### src/rtl/bcd_pkg.sv
// Shared types and constants for the BCD-to-binary converter.
// Digit constants are 4-bit typed so compares and subtracts stay width-exact.
package bcd_pkg;

    typedef enum logic [0:0] {
        IDLE  = 1'b0,
        SHIFT = 1'b1
    } state_e;

    localparam int         DIG_W      = 4;
    localparam logic [3:0] MAX_DIGIT  = 4'd9;
    localparam logic [3:0] ADJ_THRESH = 4'd8;
    localparam logic [3:0] ADJ_OFFSET = 4'd3;

endpackage

### src/rtl/bcd_to_bin_if.sv
// Request/result bundle for bcd_to_bin.
// Handshake: start is a request strobe taken only when busy=0; there is no back-pressure.
// done is the valid for bin_out/err and lasts exactly one cycle.
interface bcd_to_bin_if #(
    parameter int NDIG = 4,
    parameter int BW   = 14
);
    logic                start;
    logic [4*NDIG-1:0]   bcd_in;
    logic [BW-1:0]       bin_out;
    logic                busy;
    logic                done;
    logic                err;

    modport master (
        output start, bcd_in,
        input  bin_out, busy, done, err
    );

    modport slave (
        input  start, bcd_in,
        output bin_out, busy, done, err
    );
endinterface

### src/rtl/bcd_digit_adj.sv
// One digit of reverse double-dabble: a digit that reached 8+ after a right
// shift had a carry of 10 halved to 5, so subtract 3 to restore BCD.
module bcd_digit_adj
    import bcd_pkg::*;
(
    input  logic [3:0] i_dig,
    output logic [3:0] o_dig
);
    assign o_dig = (i_dig >= ADJ_THRESH) ? (i_dig - ADJ_OFFSET) : i_dig;
endmodule

### src/rtl/bcd_to_bin.sv
// Iterative BCD-to-binary converter: one bit of reverse double-dabble per clock,
// BW cycles per conversion, illegal digits rejected in one cycle.
module bcd_to_bin
    import bcd_pkg::*;
#(
    parameter int NDIG = 4,
    parameter int BW   = 14
) (
    input  logic         clk,
    input  logic         clr,
    bcd_to_bin_if.slave  bus,
    output state_e       o_state
);
    localparam int CNT_W = $clog2(BW + 1);

    state_e              r_state;
    logic [4*NDIG-1:0]   r_bcd_sr;
    logic [BW-1:0]       r_bin_sr;
    logic [CNT_W-1:0]    r_cnt;
    logic [BW-1:0]       r_bin_out;
    logic                r_busy;
    logic                r_done;
    logic                r_err;

    logic [4*NDIG-1:0]   w_bcd_shift;
    logic [4*NDIG-1:0]   w_bcd_adj;
    logic [BW-1:0]       w_bin_shift;
    logic [NDIG-1:0]     w_dig_bad;
    logic                w_any_bad;

    // {bcd_sr, bin_sr} shifted right as one long register
    assign w_bcd_shift = r_bcd_sr >> 1;
    assign w_bin_shift = {r_bcd_sr[0], r_bin_sr[BW-1:1]};

    for (genvar g = 0; g < NDIG; g++) begin : g_dig
        bcd_digit_adj u_adj (
            .i_dig (w_bcd_shift[g*DIG_W +: DIG_W]),
            .o_dig (w_bcd_adj[g*DIG_W +: DIG_W])
        );
        assign w_dig_bad[g] = (bus.bcd_in[g*DIG_W +: DIG_W] > MAX_DIGIT);
    end

    assign w_any_bad = |w_dig_bad;

    always_ff @(posedge clk) begin
        if (clr) begin
            r_state   <= IDLE;
            r_bcd_sr  <= '0;
            r_bin_sr  <= '0;
            r_cnt     <= '0;
            r_bin_out <= '0;
            r_busy    <= 1'b0;
            r_done    <= 1'b0;
            r_err     <= 1'b0;
        end else begin
            r_done <= 1'b0;
            r_err  <= 1'b0;
            case (r_state)
                IDLE: begin
                    if (bus.start) begin
                        if (w_any_bad) begin
                            r_done <= 1'b1;
                            r_err  <= 1'b1;
                        end else begin
                            r_bcd_sr <= bus.bcd_in;
                            r_bin_sr <= '0;
                            r_cnt    <= CNT_W'(BW);
                            r_busy   <= 1'b1;
                            r_state  <= SHIFT;
                        end
                    end
                end
                SHIFT: begin
                    r_bcd_sr <= w_bcd_adj;
                    r_bin_sr <= w_bin_shift;
                    r_cnt    <= r_cnt - CNT_W'(1);
                    if (r_cnt == CNT_W'(1)) begin
                        r_bin_out <= w_bin_shift;
                        r_done    <= 1'b1;
                        r_busy    <= 1'b0;
                        r_state   <= IDLE;
                    end
                end
                default: r_state <= IDLE;
            endcase
        end
    end

    assign bus.bin_out = r_bin_out;
    assign bus.busy    = r_busy;
    assign bus.done    = r_done;
    assign bus.err     = r_err;
    assign o_state     = r_state;
endmodule

### src/flat_wrapper.sv
// flat-port wrapper written by rule: the top's interface ports become plain ports
module bcd_to_bin_flat import bcd_pkg::*;
#(
    parameter int NDIG = 4,
    parameter int BW   = 14
)
  (clk, clr, o_state, bus_start, bus_bcd_in, bus_bin_out, bus_busy, bus_done, bus_err);
  bcd_to_bin_if #(.NDIG(NDIG), .BW(BW)) bus_i ();
  input  logic clk;
  input  logic clr;
  output state_e o_state;
  input wire logic [$bits(bus_i.start)-1:0] bus_start;
  input wire logic [$bits(bus_i.bcd_in)-1:0] bus_bcd_in;
  output wire logic [$bits(bus_i.bin_out)-1:0] bus_bin_out;
  output wire logic [$bits(bus_i.busy)-1:0] bus_busy;
  output wire logic [$bits(bus_i.done)-1:0] bus_done;
  output wire logic [$bits(bus_i.err)-1:0] bus_err;
  assign bus_i.start = bus_start;
  assign bus_i.bcd_in = bus_bcd_in;
  assign bus_bin_out = bus_i.bin_out;
  assign bus_busy = bus_i.busy;
  assign bus_done = bus_i.done;
  assign bus_err = bus_i.err;
  bcd_to_bin #(.NDIG(NDIG), .BW(BW)) u_core (.clk(clk), .clr(clr), .bus(bus_i), .o_state(o_state));
endmodule
### config.mk
export PLATFORM = sky130hd
export DESIGN_NAME = bcd_to_bin_flat
export DESIGN_NICKNAME = d
export VERILOG_FILES = /design/src/rtl/bcd_pkg.sv /design/src/rtl/bcd_to_bin_if.sv /design/src/rtl/bcd_digit_adj.sv /design/src/rtl/bcd_to_bin.sv /design/src/flat_wrapper.sv
export SDC_FILE = /design/constraint.sdc
export NUM_CORES = 1
export LEC_CHECK = 0
export CAP_MARGIN = 40
export CORE_MARGIN = 5
export CORE_UTILIZATION = 59
export CTS_BUF_LIST = sky130_fd_sc_hd__clkbuf_2 sky130_fd_sc_hd__clkbuf_4 sky130_fd_sc_hd__clkbuf_8
export DETAILED_ROUTE_END_ITERATION = 10
export HOLD_SLACK_MARGIN = 0.15
export PLACE_DENSITY = 0.87
export SYNTH_ARGS = -nofsm -noshare
export SYNTH_HDL_FRONTEND = slang
export SYNTH_SLANG_ARGS = --single-unit
export TNS_END_PERCENT = 1
### constraint.sdc
create_clock -name clk -period 4 [get_ports clk]
set_input_delay 1 -clock clk [delete_from_list [all_inputs] [get_ports clk]]
set_output_delay 1 -clock clk [all_outputs]
set_load 0.005 [all_outputs]
Word-level counts from Yosys, hierarchy flattened:

Index checks and enable logic that the tools add are counted.

* $add $sub $neg: 5
* reduce and logical (&&, ||, !) cells: 5
* mux-type cells: 25
* equal/unequal tests: 4
* bitwise logic cells: 1
* $lt $le $gt $ge: 8

Operators by type and width (count)
* $mux 16: 2
* $pmux 16 s2: 1
* $mux 14: 2
* $pmux 14 s2: 1
* $mux 4: 6
* $gt 4x4->1 const B: 4
* $ge 4x4->1 const B: 3
* $sub 4x2->4 const B: 3
* $mux 1: 9
* $pmux 4 s2: 1
* $ne 2x2->1 const B: 3
* $pmux 1 s2: 3
* $eq 4x1->1 const B: 1
* $ge 3x4->1 const B: 1
* $reduce_and 2->1: 2
* $reduce_or 4->1: 1
* $sub 3x2->4 const B: 1
* $sub 4x1->4 const B: 1
* $reduce_and 3->1: 1
* $reduce_or 2->1: 1
* $not 1->1: 1

* register bits after elaboration: 52
* bits of input ports: 19

Depth between registers and ports, before layout:

Gate-level depths: netlist of run 1.

* depth after elaboration: 5
* mapped depth: 7
* depth with buffers taken out: 6

Modules after synthesis:

A second synthesis of run 1 with hierarchy kept.

* cells, all modules: 263
* area total of the unflattened synthesis: 2367.3 um^2

Modules (own cells, without submodules)
* bcd_to_bin: instances 1, sequential area each 1021.0 um^2, cells an instance 219, area each 2062.0 um^2
* bcd_digit_adj: instances 4, sequential area each 0.0 um^2, cells an instance 11, area each 76.3 um^2

Worst setup path before layout of run 1:

OpenSTA, ideal clock, no wires.

* kind: input to register
* from: input bus_bcd_in[5]
* to: register u_core.r_bcd_sr[11]
* stages: 7
* setup slack: 1962 ps
* path buffers: 3
* data arrival time: 1966 ps
* library setup time: 72 ps
* cell sequence: o21ai_0 -> and4_1 -> buf_6 -> and2_4 -> buf_6 -> buf_8 -> mux2i_1

* longest elaborated chain between the ends: 4

Ends and longest elaborated chain
* start, declared: line flat_wrapper.sv:13 `input wire logic [$bits(bus_i.bcd_in)-1:0] bus_bcd_in;`
* $gt 4x4->1: line bcd_to_bin.sv:40 `assign w_dig_bad[g] = (bus.bcd_in[g*DIG_W +: DIG_W] > MAX_DIGIT);`
* $reduce_or 4->1: line bcd_to_bin.sv:43 `assign w_any_bad = |w_dig_bad;`
* $ne 2x2->1 (no line)
* $reduce_and 2->1 (no line)
* end signal, assigned: line bcd_to_bin.sv:65 `r_bcd_sr <= bus.bcd_in;`
* end signal, assigned: line bcd_to_bin.sv:74 `r_bcd_sr <= w_bcd_adj;`
* end, declared: line bcd_to_bin.sv:17 `logic [4*NDIG-1:0] r_bcd_sr;`

Every way passes these cells.
A chain may end at the register's enable or synchronous reset.

Worst setup path after layout of run 1:

* from: input bus_bcd_in[6]
* to: register u_core.r_bin_sr[9]

* longest elaborated chain between the ends: 4

Ends and longest elaborated chain
* $gt 4x4->1: line bcd_to_bin.sv:40
* $reduce_or 4->1: line bcd_to_bin.sv:43
* $ne 2x2->1 (no line)
* $reduce_and 2->1 (no line)
* end signal, assigned: line bcd_to_bin.sv:75 `r_bin_sr <= w_bin_shift;`
* end, declared: line bcd_to_bin.sv:18 `logic [BW-1:0] r_bin_sr;`

Every way passes these cells.

==> results.md, run 1 <==
- Status: finished, final reports clean
- Iter 0 DRT Violations: 227
- Horiz. Die Dim: 72.4 microns
- Synthesized instance count: 252
- Vias in the first global route: 1855
- Synthesized area: 2300 sq um
- Sequential cell area: 1020 sq um
- Worst vdd ir: 0.258 mV
- CTS Root Cell: clkbuf_8
- Syn Area/Cell: 9.11 sq um
- Ys async rst share: 0%
- Multi-input logic area: 1110 sq um
- Leakage power: 0.976 nW
- # port buffers: 36
- Hold EP: u_core.bus.bin_out[3]
- Post-CTS resize count: 0
- Synth warn: 0
- Routed wire per std cell: 15.0 microns
- Final Setup Violations: 0
- Starting density of the core: 61.8%
- Number of antenna violations at the first check in global routing: 0
- Global-route track usage on met2: 29.6%
- Relative slew slack: 61.8%
- PD cells: 357 nW/um^2
- Min-Delay Path Depth: 2
- Most common flop cell mapped by yosys: dfxtp_1
- MaxCap Viol Count: 0
- Via Count: 1881
- Commonest cells after routing, fill and taps aside: dfxtp_1, clkdlybuf4s50_1, nand2_1
- Rows: 22
- # fillers: 276
- CORE AREA: 3720 sq um
- TritonCTS clock tree: yes
- DP Wirelength: 3280 microns
- Clock Sinks: 51
- Htree depth: 2
- Reg-to-reg slack, setup: 2030 ps
- Num CTS Buffers: 5
- TNS Setup: 0 ps
- Worst Hold Class: flip-flop to flip-flop
- Worst path required time: 4200 ps
- Total die area: 5240 sq um
- Pre-CTS setup slack: 1090 ps
- First-pass GRT wire length: 8400 microns
- Total I/O pin count: 37
- Die height: 72.4 microns
- Unrepaired setup endpoints after global routing: false
- RR Startpoint: u_core.o_state
- Grt total ovfl: 0
- N_diodes: 0
- Largest net degree at the start of global routing: 33
- Worst Tran Pin Value: 572 ps
- GRT met1 Usage: 27.2%
- Syn nets: 279
- Number of synthesized flops with an enable pin: 0
- Post-synth cell types: 38
- Drt pass-1 iters: 4
- Flops & latches, synth: 51
- Sequential fraction of the synthesis area: 44.5%
- Final worst path period need: 2590 ps
- Commonest non-fill, non-tap cell in the layout: dfxtp_1
- DR vias/cell: 5.75
- Post-CTS Setup Bufs: 0
- Max Freq: 386 MHz
- Hold Fails Final Rpt: 0
- Setup CP Type: input pin to flip-flop
- R2R depth: 4
- Fin nets: 305
- Critical Path AT: 2790 ps
- Final setup margin: 1410 ps
- Gpl congestion: 0.772
- Element type at the critical path end: flip-flop
- Final worst path period share: 64.8%
- Antenna Violating Nets Remaining: 0
- Total global-route track usage: 20.2%
- Area grow syn2layout: 18.7%
- GRT met3 Usage: 6.09%
- CP Launch Type: input pin
- Hold Buf Count CTS: 0
- Residual DRC: 0
- Max clock buf depth: 2
- Clk slew on worst S/H paths: 90 ps
- Share of cells above drive strength 1: 5.73%
- Total wire length: 4900 microns
- CP max FO: 17
- GR peak layer: met2
- RR Endpoint: u_core.bus.busy
- Worst Clk Skew: 8.12 ps
- Worst skew pair latency: 310 ps
- Max Slew Vio Count: 0
- Min-delay src: u_core.bus.bin_out[3]
-- cell usage after synthesis (3+ instances only) --
cell type   n  area, sq um
a211oi_2    3         37.5
a21o_1      3         22.5
a21oi_1    26          130
a221oi_1    9         78.8
a22o_1     17          149
and2_1      3         18.8
buf_2       5         25.0
clkbuf_1   10         37.5
dfxtp_1    51         1020
ha_1        8          100
inv_1      13         48.8
mux2i_1    10          100
nand2_1    30          113
nand3_1     3         15.0
nor2_1     10         37.5
o211ai_1    3         22.5
o21ai_0    14         70.1
o21ai_1     3         15.0
xnor2_1     8         70.1
-- worst max-delay path by stage --
| stage | startpoint | endpoint | slack, ps | cells after the start |
|---|---|---|---|---|
| after floorplan | bus_bcd_in[5] | u_core.r_bcd_sr[11] | 1960 | 7 |
| after global placement | bus_bcd_in[2] | u_core.r_bcd_sr[8] | 1070 | 5 |
| after detailed placement | bus_bcd_in[2] | u_core.r_bcd_sr[5] | 1090 | 5 |
| after CTS | bus_bcd_in[2] | u_core.r_bin_sr[9] | 1400 | 5 |
| after global routing | bus_bcd_in[1] | u_core.r_bcd_sr[1] | 1250 | 5 |
| final | bus_bcd_in[6] | u_core.r_bin_sr[9] | 1410 | 5 |
-- worst max-delay path, cell delays in order --
cell and delay [ps]:
clkdlybuf4s50_1 440, o21ai_0 170, and4_1 590, a21boi_2 280
a22o_1 310
-- flip-flops by register name (all words and copies together) (netlist names) --
name,count
u_core.bus.done,1
u_core.bus.busy,1
u_core.r_bcd_sr,16
u_core.bus.err,1
u_core.r_bin_sr,13
u_core.o_state,1
u_core.bus.bin_out,14
u_core.r_cnt,4
-- kinds of logic after synthesis --
kind of cell | after synthesis | share of synthesized area, %
AO/OA/AOI/OAI | 86 | 25.9
XOR/XNOR | 8 | 3.05
adder cells (fa/ha/maj) | 8 | 4.36
buffers and inverters | 33 | 6.98
flip-flops | 51 | 44.5
multiplexers | 10 | 4.36
AND/OR/NAND/NOR | 56 | 10.8
-- metal layers --
metal,vias to the layer above,part of all wire [%]
met5,-,0
met4,0,1.7
met3,10,5.6
met2,53,47
met1,867,46
li1,951,-
-- cell type report --
cell class                 instances  share of cell area [%]
clock buffer                       6                    3.03
multi-input combinational        168                    40.9
clock inverter                     2                   0.597
sequential                        51                    37.4
inverter                          13                    1.79
timing repair buffer              39                    14.0
tap                               48                    2.20
-- stage by stage --
stage          cell area, sq um  total power (W)  hold slack (ps)  util, %  cells
4_1_cts                    2720         0.000978              461     73.2    326
6_report                   2730         0.000975              458     73.4    327
2_1_floorplan              2300         0.000634              431        -    252
3_5_place_dp               2620         0.000673              449     70.5    318
5_1_grt                    2730          0.00102              474     73.4    327
3_3_place_gp               2620         0.000668              443     70.5    318
-- power by group --
group	internal [W]	switching [W]	leakage (nW)
Combinational	0.0000598	0.0000599	0.515
Sequential	0.000524	0.0000197	0.413
Clock	0.000141	0.000170	0.0474
(Power assumes the default switching activity.)
==> run 2, diff against run 1 <==
Settings changed: CORE_UTILIZATION 59 to 55, PLACE_DENSITY 0.87 to 0.82.
Clock period 4 ns to 2.5 ns, I/O delays scaled along.
==> run 2 against run 1 <==
Net effect: combinational power grew 63%; highest routed layer unchanged; global-route usage down 2.2 points; final cell count rose by 1.2%; non-clock buffer count rose by 2; die area up 6.3%; worst setup slack got worse by 930 ps; worst hold slack got worse by 1.1 ps; sequential power up 59%.
==> results.md, run 2 (synthesis results as in run 1) <==
- Status: finished, final reports clean (unchanged)
- Vias in the first global route: 1705 (was 1855)
- Residual DRC: 0 (unchanged)
- Total wire length: 4810 microns (was 4900 microns)
- Clock power frac: 32.0% (was 31.9%)
- R2R depth: 4 (unchanged)
- Clock Sinks: 51 (unchanged)
- Comb power frac: 12.6% (was 12.3%)
- Gpl congestion: 0.824 (was 0.772)
- Critical Path AT: 2250 ps (was 2790 ps)
- Grt total ovfl: 0 (unchanged)
- Htree depth: 2 (unchanged)
- CP Launch Type: input pin (unchanged)
- Horiz. Die Dim: 74.6 microns (was 72.4 microns)
- Commonest non-fill, non-tap cell in the layout: dfxtp_1 (unchanged)
- Pre-CTS setup slack: 163 ps (was 1090 ps)
- Switching share of power: 26.8% (was 25.6%)
- Worst vdd ir: 0.385 mV (was 0.258 mV)
- MaxCap Viol Count: 0 (unchanged)
- Max Freq: 494 MHz
- TNS Setup: 0 ps (unchanged)
- Sequential share of power: 55.5% (was 55.8%)
- Commonest cells after routing, fill and taps aside: dfxtp_1, clkdlybuf4s50_1, nand2_1 (unchanged)
- Die height: 74.6 microns (was 72.4 microns)
- N_diodes: 0 (unchanged)
- Post-route cell area: 2740 sq um (was 2730 sq um)
- Clk slew on worst S/H paths: 100 ps (was 90 ps)
- Final worst path period share: 80.9%
- # port buffers: 36 (unchanged)
- Reg-to-reg slack, setup: 760 ps (was 2030 ps)
- Total global-route track usage: 18.1% (was 20.2%)
- Net Sw Power: 0.000418 W (was 0.000249 W)
- CP max FO: 9 (was 17)
- Number of antenna violations at the first check in global routing: 0 (unchanged)
- Post-DP Area: 2650 sq um (was 2620 sq um)
- Max clock buf depth: 2 (unchanged)
- Internal power: 0.00114 W (was 0.000725 W)
- Num CTS Buffers: 5 (unchanged)
- Worst Clk Skew: 10.5 ps (was 8.12 ps)
- Worst Tran Pin Value: 827 ps (was 572 ps)
- Worst Setup SP: bus_bcd_in[2] (was bus_bcd_in[6])
- Total I/O pin count: 37 (unchanged)
- Leakage power: 0.987 nW (was 0.976 nW)
- Min-Delay Path Depth: 2 (unchanged)
- Max Slew Vio Count: 0 (unchanged)
- PD cells: 570 nW/um^2 (was 357 nW/um^2)
- Hold Buf Count CTS: 0 (unchanged)
- Share of cells above drive strength 1: 6.41% (was 5.73%)
- Hold EP: u_core.bus.bin_out[5] (was u_core.bus.bin_out[3])
- Min-delay src: u_core.bus.bin_out[5] (was u_core.bus.bin_out[3])
- Via Count: 1885 (was 1881)
- Post-CTS resize count: 0 (unchanged)
- Antenna Violating Nets Remaining: 0 (unchanged)
- Rows: 23 (was 22)
- RR Startpoint: u_core.o_state (unchanged)
- Worst Hold Class: flip-flop to flip-flop (unchanged)
- Final setup margin: 476 ps (was 1410 ps)
- Element type at the critical path end: flip-flop (unchanged)
- Largest net degree at the start of global routing: 45 (was 33)
- RR Endpoint: u_core.r_bin_sr[11] (was u_core.bus.busy)
- DR vias/cell: 5.69 (was 5.75)
- Relative slew slack: 44.6% (was 61.8%)
- Iter 0 DRT Violations: 158 (was 227)
- CTS Root Cell: clkbuf_8 (unchanged)
- Worst path required time: 2720 ps (was 4200 ps)
- CORE AREA: 4030 sq um (was 3720 sq um)
- Final cell utilization of the core: 68.0% (was 73.4%)
- Final worst path period need: 2020 ps
- Final Setup Violations: 0 (unchanged)
- # fillers: 341 (was 276)
- Largest Register: u_core.r_bcd_sr (unchanged)
- Area grow syn2layout: 19.3% (was 18.7%)
- Setup CP Type: input pin to flip-flop (unchanged)
- First-pass GRT wire length: 7830 microns (was 8400 microns)
- Hold Fails Final Rpt: 0 (unchanged)
- Routed wire per std cell: 14.5 microns (was 15.0 microns)
- Starting density of the core: 57.0% (was 61.8%)
- Drt pass-1 iters: 4 (unchanged)
- Unrepaired setup endpoints after global routing: false (unchanged)
- Worst skew pair latency: 310 ps (about the same)
- Post-CTS Setup Bufs: 0 (unchanged)
- DP Wirelength: 3350 microns (was 3280 microns)
- TritonCTS clock tree: yes (unchanged)
- Largest register FFs: 16 (unchanged)
- Total die area: 5570 sq um (was 5240 sq um)
- Fin nets: 307 (was 305)
==> run 2: cell count changes in the layout (fill, tap and decap cells not counted), sizes merged <==
| cell | delta |
|---|---|
| inv | +2 |
| buf | +2 |
| clkinvlp | -1 |
| clkbuf | -1 |
==> run 2: how the worst max path moves through the flow <==
stage | end | slack, ps | depth (start not counted)
floorplan | u_core.r_bcd_sr[11] | 840 | 7
global placement | u_core.r_bcd_sr[10] | 130 | 6
detailed placement | u_core.r_bcd_sr[6] | 160 | 6
CTS | u_core.r_bcd_sr[10] | 490 | 6
global route | u_core.r_bcd_sr[6] | 350 | 6
finish | u_core.r_bcd_sr[10] | 480 | 6
==> run 2: metal layers <==
layer	vias up	GRT usage [%]	wire, microns
met5	-	0	0
li1	953	-	-
met4	0	6.32	57
met1	880	23.7	2290
met3	6	4.41	253
met2	46	29.2	2210
==> run 2: worst max-delay path, cell delays in order <==
cell	delay (ps)
clkdlybuf4s50_1	430
o21ai_0	190
and4_1	410
buf_4	230
o211ai_1	100
a221oi_1	250
==> run 2: through the flow <==
step / hold slack [ps] / total power [W] / std cells
6_report: 457 / 0.00156 / 331
5_1_grt: 475 / 0.00163 / 331
4_1_cts: 460 / 0.00157 / 331
3_5_place_dp: 446 / 0.00108 / 323
3_3_place_gp: 444 / 0.00107 / 323
2_1_floorplan: 431 / 0.00101 / 252
==> run 2: layout make-up <==
cell class | instances | area (sq um) | share of cell area [%]
Clock buffer | 5 | 68.8 | 2.51
Clock inverter | 3 | 26.3 | 0.959
Inverter | 13 | 48.8 | 1.78
Multi-Input combinational cell | 168 | 1110 | 40.7
Sequential cell | 51 | 1020 | 37.3
Tap cell | 50 | 62.6 | 2.28
Timing Repair Buffer | 41 | 398 | 14.5
==> run 2: power groups by stage <==
stage               clock network [W]  logic (W)  registers (W)
finish                       0.000499   0.000196       0.000866
global route                 0.000545   0.000218       0.000870
CTS                          0.000508   0.000196       0.000866
detailed placement                  0   0.000195       0.000884
global placement                    0   0.000191       0.000884
floorplan                           0   0.000136       0.000878
